===== src/rtl/fir_mac_sequencer_if.sv =====
`default_nettype none
// ============================================================================
//  Module   : fir_mac_sequencer_if
//  Purpose  : Bundles the sample input stream, result output stream,
//             coefficient write port and shared-multiplier operand/product
//             signals of the FIR MAC sequencer.
//  Revision : 1.0 - initial release
// ============================================================================
interface fir_mac_sequencer_if #(
  parameter int DW = 8,
  parameter int CW = 8,
  parameter int AW = 16
);
  logic          in_valid;
  logic          in_ready;
  logic [DW-1:0] in_data;
  logic          out_valid;
  logic          out_ready;
  logic [AW-1:0] out_data;
  logic          coef_we;
  logic [1:0]    coef_addr;
  logic [CW-1:0] coef_wdata;
  logic [DW-1:0] mult_a;
  logic [CW-1:0] mult_b;
  logic [AW-1:0] mult_p;

  // Environment side: offers samples, takes results, writes coefficients,
  // and owns the shared multiplier.
  modport master (
    output in_valid, in_data, out_ready, coef_we, coef_addr, coef_wdata, mult_p,
    input  in_ready, out_valid, out_data, mult_a, mult_b
  );

  // Sequencer side.
  modport slave (
    input  in_valid, in_data, out_ready, coef_we, coef_addr, coef_wdata, mult_p,
    output in_ready, out_valid, out_data, mult_a, mult_b
  );
endinterface
`default_nettype wire


===== src/rtl/fir_mac_sequencer.sv =====
`default_nettype none
// ============================================================================
//  Module   : fir_mac_sequencer
//  Purpose  : 3-tap FIR y[n] = H0*x[n] + H1*x[n-1] + H2*x[n-2] computed with
//             one shared external multiplier over three MAC cycles per sample.
//             Coefficients are written to a shadow set and copied to the
//             active set only when a sample is accepted.
//  Revision : 1.0 - initial release
// ============================================================================
module fir_mac_sequencer #(
  parameter int DW = 8,
  parameter int CW = 8,
  parameter int AW = 16
) (
  input  logic                clk,
  input  logic                rst,
  fir_mac_sequencer_if.slave  bus,
  output logic                busy
);

  typedef enum logic [2:0] {
    S_IDLE = 3'd0,
    S_MAC0 = 3'd1,
    S_MAC1 = 3'd2,
    S_MAC2 = 3'd3,
    S_OUT  = 3'd4
  } state_t;

  state_t        state_q, state_d;
  logic [CW-1:0] h0_s_q, h1_s_q, h2_s_q, h0_s_d, h1_s_d, h2_s_d;  // shadow
  logic [CW-1:0] h0_a_q, h1_a_q, h2_a_q, h0_a_d, h1_a_d, h2_a_d;  // active
  logic [DW-1:0] x0_q, x1_q, x2_q, x0_d, x1_d, x2_d;
  logic [AW-1:0] acc_q, acc_d;
  logic [AW-1:0] out_data_q, out_data_d;
  logic          out_valid_q, out_valid_d;
  logic [DW-1:0] mult_a;
  logic [CW-1:0] mult_b;
  logic          in_ready;

  // Accept only when idle; forced low while reset is asserted.
  assign in_ready      = (state_q == S_IDLE) && !rst;
  assign busy          = (state_q != S_IDLE);
  assign bus.in_ready  = in_ready;
  assign bus.out_valid = out_valid_q;
  assign bus.out_data  = out_data_q;
  assign bus.mult_a    = mult_a;
  assign bus.mult_b    = mult_b;

  // Next-state, datapath updates and multiplier operand selection.
  always_comb begin
    state_d     = state_q;
    h0_s_d      = h0_s_q;
    h1_s_d      = h1_s_q;
    h2_s_d      = h2_s_q;
    h0_a_d      = h0_a_q;
    h1_a_d      = h1_a_q;
    h2_a_d      = h2_a_q;
    x0_d        = x0_q;
    x1_d        = x1_q;
    x2_d        = x2_q;
    acc_d       = acc_q;
    out_data_d  = out_data_q;
    out_valid_d = out_valid_q;
    mult_a      = '0;
    mult_b      = '0;

    // Shadow writes are accepted in every state; address 3 is unused.
    if (bus.coef_we) begin
      case (bus.coef_addr)
        2'd0:    h0_s_d = bus.coef_wdata;
        2'd1:    h1_s_d = bus.coef_wdata;
        2'd2:    h2_s_d = bus.coef_wdata;
        default: ;
      endcase
    end

    case (state_q)
      S_IDLE: begin
        if (bus.in_valid && in_ready) begin
          x2_d    = x1_q;
          x1_d    = x0_q;
          x0_d    = bus.in_data;
          // Pre-edge shadow values: a same-cycle write waits for the next sample.
          h0_a_d  = h0_s_q;
          h1_a_d  = h1_s_q;
          h2_a_d  = h2_s_q;
          state_d = S_MAC0;
        end
      end
      S_MAC0: begin
        mult_a  = x0_q;
        mult_b  = h0_a_q;
        acc_d   = bus.mult_p;
        state_d = S_MAC1;
      end
      S_MAC1: begin
        mult_a  = x1_q;
        mult_b  = h1_a_q;
        acc_d   = acc_q + bus.mult_p;
        state_d = S_MAC2;
      end
      S_MAC2: begin
        mult_a      = x2_q;
        mult_b      = h2_a_q;
        out_data_d  = acc_q + bus.mult_p;
        out_valid_d = 1'b1;
        state_d     = S_OUT;
      end
      S_OUT: begin
        if (bus.out_ready) begin
          out_valid_d = 1'b0;
          state_d     = S_IDLE;
        end
      end
      default: state_d = S_IDLE;
    endcase
  end

  // State and datapath registers with synchronous reset.
  always_ff @(posedge clk) begin
    if (rst) begin
      state_q     <= S_IDLE;
      h0_s_q      <= '0;
      h1_s_q      <= '0;
      h2_s_q      <= '0;
      h0_a_q      <= '0;
      h1_a_q      <= '0;
      h2_a_q      <= '0;
      x0_q        <= '0;
      x1_q        <= '0;
      x2_q        <= '0;
      acc_q       <= '0;
      out_data_q  <= '0;
      out_valid_q <= 1'b0;
    end else begin
      state_q     <= state_d;
      h0_s_q      <= h0_s_d;
      h1_s_q      <= h1_s_d;
      h2_s_q      <= h2_s_d;
      h0_a_q      <= h0_a_d;
      h1_a_q      <= h1_a_d;
      h2_a_q      <= h2_a_d;
      x0_q        <= x0_d;
      x1_q        <= x1_d;
      x2_q        <= x2_d;
      acc_q       <= acc_d;
      out_data_q  <= out_data_d;
      out_valid_q <= out_valid_d;
    end
  end

endmodule
`default_nettype wire


===== src/flat_wrapper.sv =====
// flat-port wrapper written by rule: the top's interface ports become plain ports
module fir_mac_sequencer_flat 
#(
  parameter int DW = 8,
  parameter int CW = 8,
  parameter int AW = 16
)
  (clk, rst, busy, bus_in_valid, bus_in_data, bus_out_ready, bus_coef_we, bus_coef_addr, bus_coef_wdata, bus_mult_p, bus_in_ready, bus_out_valid, bus_out_data, bus_mult_a, bus_mult_b);
  fir_mac_sequencer_if #(.DW(DW), .CW(CW), .AW(AW)) bus_i ();
  input  logic clk;
  input  logic rst;
  output logic busy;
  input wire logic [$bits(bus_i.in_valid)-1:0] bus_in_valid;
  input wire logic [$bits(bus_i.in_data)-1:0] bus_in_data;
  input wire logic [$bits(bus_i.out_ready)-1:0] bus_out_ready;
  input wire logic [$bits(bus_i.coef_we)-1:0] bus_coef_we;
  input wire logic [$bits(bus_i.coef_addr)-1:0] bus_coef_addr;
  input wire logic [$bits(bus_i.coef_wdata)-1:0] bus_coef_wdata;
  input wire logic [$bits(bus_i.mult_p)-1:0] bus_mult_p;
  output wire logic [$bits(bus_i.in_ready)-1:0] bus_in_ready;
  output wire logic [$bits(bus_i.out_valid)-1:0] bus_out_valid;
  output wire logic [$bits(bus_i.out_data)-1:0] bus_out_data;
  output wire logic [$bits(bus_i.mult_a)-1:0] bus_mult_a;
  output wire logic [$bits(bus_i.mult_b)-1:0] bus_mult_b;
  assign bus_i.in_valid = bus_in_valid;
  assign bus_i.in_data = bus_in_data;
  assign bus_i.out_ready = bus_out_ready;
  assign bus_i.coef_we = bus_coef_we;
  assign bus_i.coef_addr = bus_coef_addr;
  assign bus_i.coef_wdata = bus_coef_wdata;
  assign bus_i.mult_p = bus_mult_p;
  assign bus_in_ready = bus_i.in_ready;
  assign bus_out_valid = bus_i.out_valid;
  assign bus_out_data = bus_i.out_data;
  assign bus_mult_a = bus_i.mult_a;
  assign bus_mult_b = bus_i.mult_b;
  fir_mac_sequencer #(.DW(DW), .CW(CW), .AW(AW)) u_core (.clk(clk), .rst(rst), .bus(bus_i), .busy(busy));
endmodule

===== config.mk =====
export PLATFORM = sky130hd
export DESIGN_NAME = fir_mac_sequencer_flat
export DESIGN_NICKNAME = d
export VERILOG_FILES = /design/src/rtl/fir_mac_sequencer_if.sv /design/src/rtl/fir_mac_sequencer.sv /design/src/flat_wrapper.sv
export SDC_FILE = /design/constraint.sdc
export NUM_CORES = 1
export LEC_CHECK = 0
export ABC_AREA = 1
export BUFFER_PORTS_ARGS = -buffer_cell sky130_fd_sc_hd__buf_2
export CORE_MARGIN = 4
export CORE_UTILIZATION = 50
export DETAILED_ROUTE_END_ITERATION = 10
export PLACE_DENSITY = 0.69
export REMOVE_ABC_BUFFERS = 1
export SETUP_SLACK_MARGIN = 0.3
export SYNTH_ARGS = -nofsm -noshare
export SYNTH_HDL_FRONTEND = slang
export SYNTH_SLANG_ARGS = --single-unit

===== constraint.sdc =====
create_clock -name clk -period 3.4 [get_ports clk]
set_input_delay 0.68 -clock clk [delete_from_list [all_inputs] [get_ports clk]]
set_output_delay 0.68 -clock clk [all_outputs]
set_load 0.01 [all_outputs]

==> reports/qor.csv <==
metric,value,unit
Crit Path Class,reg -> out,
hpwl dp,8.24,mm
startpoint types,register,
reg2reg start,u_core.state_q[2]$_SDFFE_PP0P_,
Yosys reg bits,108,
fin crit share,78.9,%
share of layout cells above drive strength 1,13.8,%
CTS Hold Buffers Added,0,
Critical path origin,u_core.state_q[2]$_SDFFE_PP0P_,
hold_sp,u_core.h0_a_q[7]$_SDFFE_PP0P_,
P&R area growth vs syn,12.8,%
Synth Warn #,0,
HP Class,reg -> reg,
antenna-violating nets left,0,
CP required,2720,ps
CP Max Fanout,35,
largest net degree at the start of global routing,68,
Ports,74,
Layout Nets,833,
"Distinct cells, synth",31,
first-pass GRT wire length,20.6,mm
Fin. Hold Viols,0,
VDD IR-drop max,0.235,mV
Longest Clk Path Bufs,2,
Worst Tran Pin Value,758,ps
routed wire length,12.1,mm
Die X,109,microns
starting DRC count in detailed routing,263,
CP max-delay cell,nand2_2,
top_reg_cell synth,dfxtp_1,
P_leak,2.77,nW
DR vias/cell,5.11,
Core Region,9860,sq um
Initial Utilization,51.7,%
"EDFF count, synth",0,
clock root buffer,clkbuf_8,
Max Freq,373,MHz
H-tree depth,3,
syn_area_per_cell,7.07,sq um
Pwr per Cell Area,513,nW/um^2
max_cap viols,0,
sequential fraction of the synthesis area,42.4,%
Rows,36,
count of input and output buffers,73,
total clock buffers created by CTS,9,
outcome,completed,
Initial DRT Pass Iterations,4,
post-layout minimum cycle time,2680,ps
final setup fails,0,
CP arrival,2000,ps
mapped cell area,5100,sq um
asr flop ratio synth,0,%
"Largest stage delay, worst path",430,ps
die area,11900,sq um
Vias,4678,
CTS Sinks,108,
clock skew,11.6,ps
Total Power,2.95,mW
Die H,109,microns
Clock Latency Late Sink,370,ps
# DRC,0,
Worst slew margin,49.3,%
Post-CTS Setup Repair Bufs,0,
routed length per placed instance,13.3,microns
initial antenna violation count,0,
GPL Wtd Cong,0.885,
"Clk pin slew, worst setup/hold paths",100,ps
crit path cell chain,"nor2_4, nand2_2, o221ai_1, buf_2",
GRT Resource Usage Total,21.5,%
CP endpoint kind,output pin,
final setup TNS,0,ps
final slew viol count,0,
vias in the first global route,4504,
CTS tree,yes,
ANT cells,0,
Cells after Synth,721,
grt total ovfl,0,
RSZ-0062 raised after global routing,false,
post-CTS sizing,0,
==> layout make-up <==
class,count,area [sq um]
timing repair buffer,79,448
clock buffer,9,124
tap,133,166
multi-input combinational,482,2410
clock inverter,7,73.8
inverter,98,368
sequential,108,2160
fill,964,4120
==> power by group <==
group	switching (mW)	leakage (nW)	internal [mW]
clock	0.460	0.106	0.348
sequential	0.0506	0.882	1.37
combinational	0.477	1.79	0.250
total	0.987	2.77	1.96
==> critical path, delay by kind of cell, from the launching register on <==
family,cells,cell delay (ps)
AND/OR/NAND/NOR,2,600
buffers and inverters,1,180
flip-flops,1,390
AO/OA/AOI/OAI,1,430
==> final timing paths <==
kind,depth (start not counted),to,slack [ps]
worst min register to register,2,u_core.h0_a_q[7]$_SDFFE_PP0P_,460
worst max register to register,5,u_core.acc_q[13]$_SDFFE_PP0N_,1140
worst min-delay path,2,u_core.h0_a_q[7]$_SDFFE_PP0P_,460
worst max-delay path,4,bus_mult_b[2],720
==> cell usage in the layout (no fill, tap or decap), types with 15 or more instances in the layout <==
master,n
nand2_1,138
dfxtp_1,108
o21ai_0,97
inv_1,93
nor2_1,84
buf_2,73
a21oi_1,49
nand3_1,45
o221ai_1,18
ha_1,15
==> Yosys cell counts (3+ instances only) <==
cell      instances  area, sq um
o21ai_1           4         20.0
buf_2            15         75.1
a21oi_1          49          245
xor2_1            6         52.6
inv_1            94          353
o221ai_1         18          158
ha_1             15          188
nand2_2           3         18.8
nand3_1          45          225
dfxtp_1         108         2160
clkbuf_1         15         56.3
nor3_1            7         35.0
o21ai_0          97          485
inv_2             4         15.0
nor2_1           84          315
nand2_1         138          518
==> stage by stage <==
step	hold WS, ps	cells	area [sq um]	utilization [%]	worst slack [ps]
2_1_floorplan	421	688	4940	-	1160
3_3_place_gp	428	900	5550	56.3	1020
3_5_place_dp	439	900	5550	56.3	1000
4_1_cts	461	916	5750	58.3	713
5_1_grt	479	916	5750	58.3	584
6_report	456	916	5750	58.3	718
==> cells by family (layout without fill, tap and decap cells) <==
family	count (synthesis)	in the layout	share of synthesized area [%]
flip-flops	108	108	42.4
AO/OA/AOI/OAI	172	172	18.4
adder cells (fa/ha/maj)	16	16	4.07
AND/OR/NAND/NOR	287	287	23.5
XOR/XNOR	7	7	1.20
buffers and inverters	131	193	10.4
==> routing by layer <==
metal,global-route usage (%),part of all wire (%),up-vias
met2,35.8,47,103
met5,0,0,-
met1,28.1,47,2107
met4,8.39,1.4,0
met3,3.14,4.7,14
li1,-,-,2454
(Power assumes the default switching activity.)
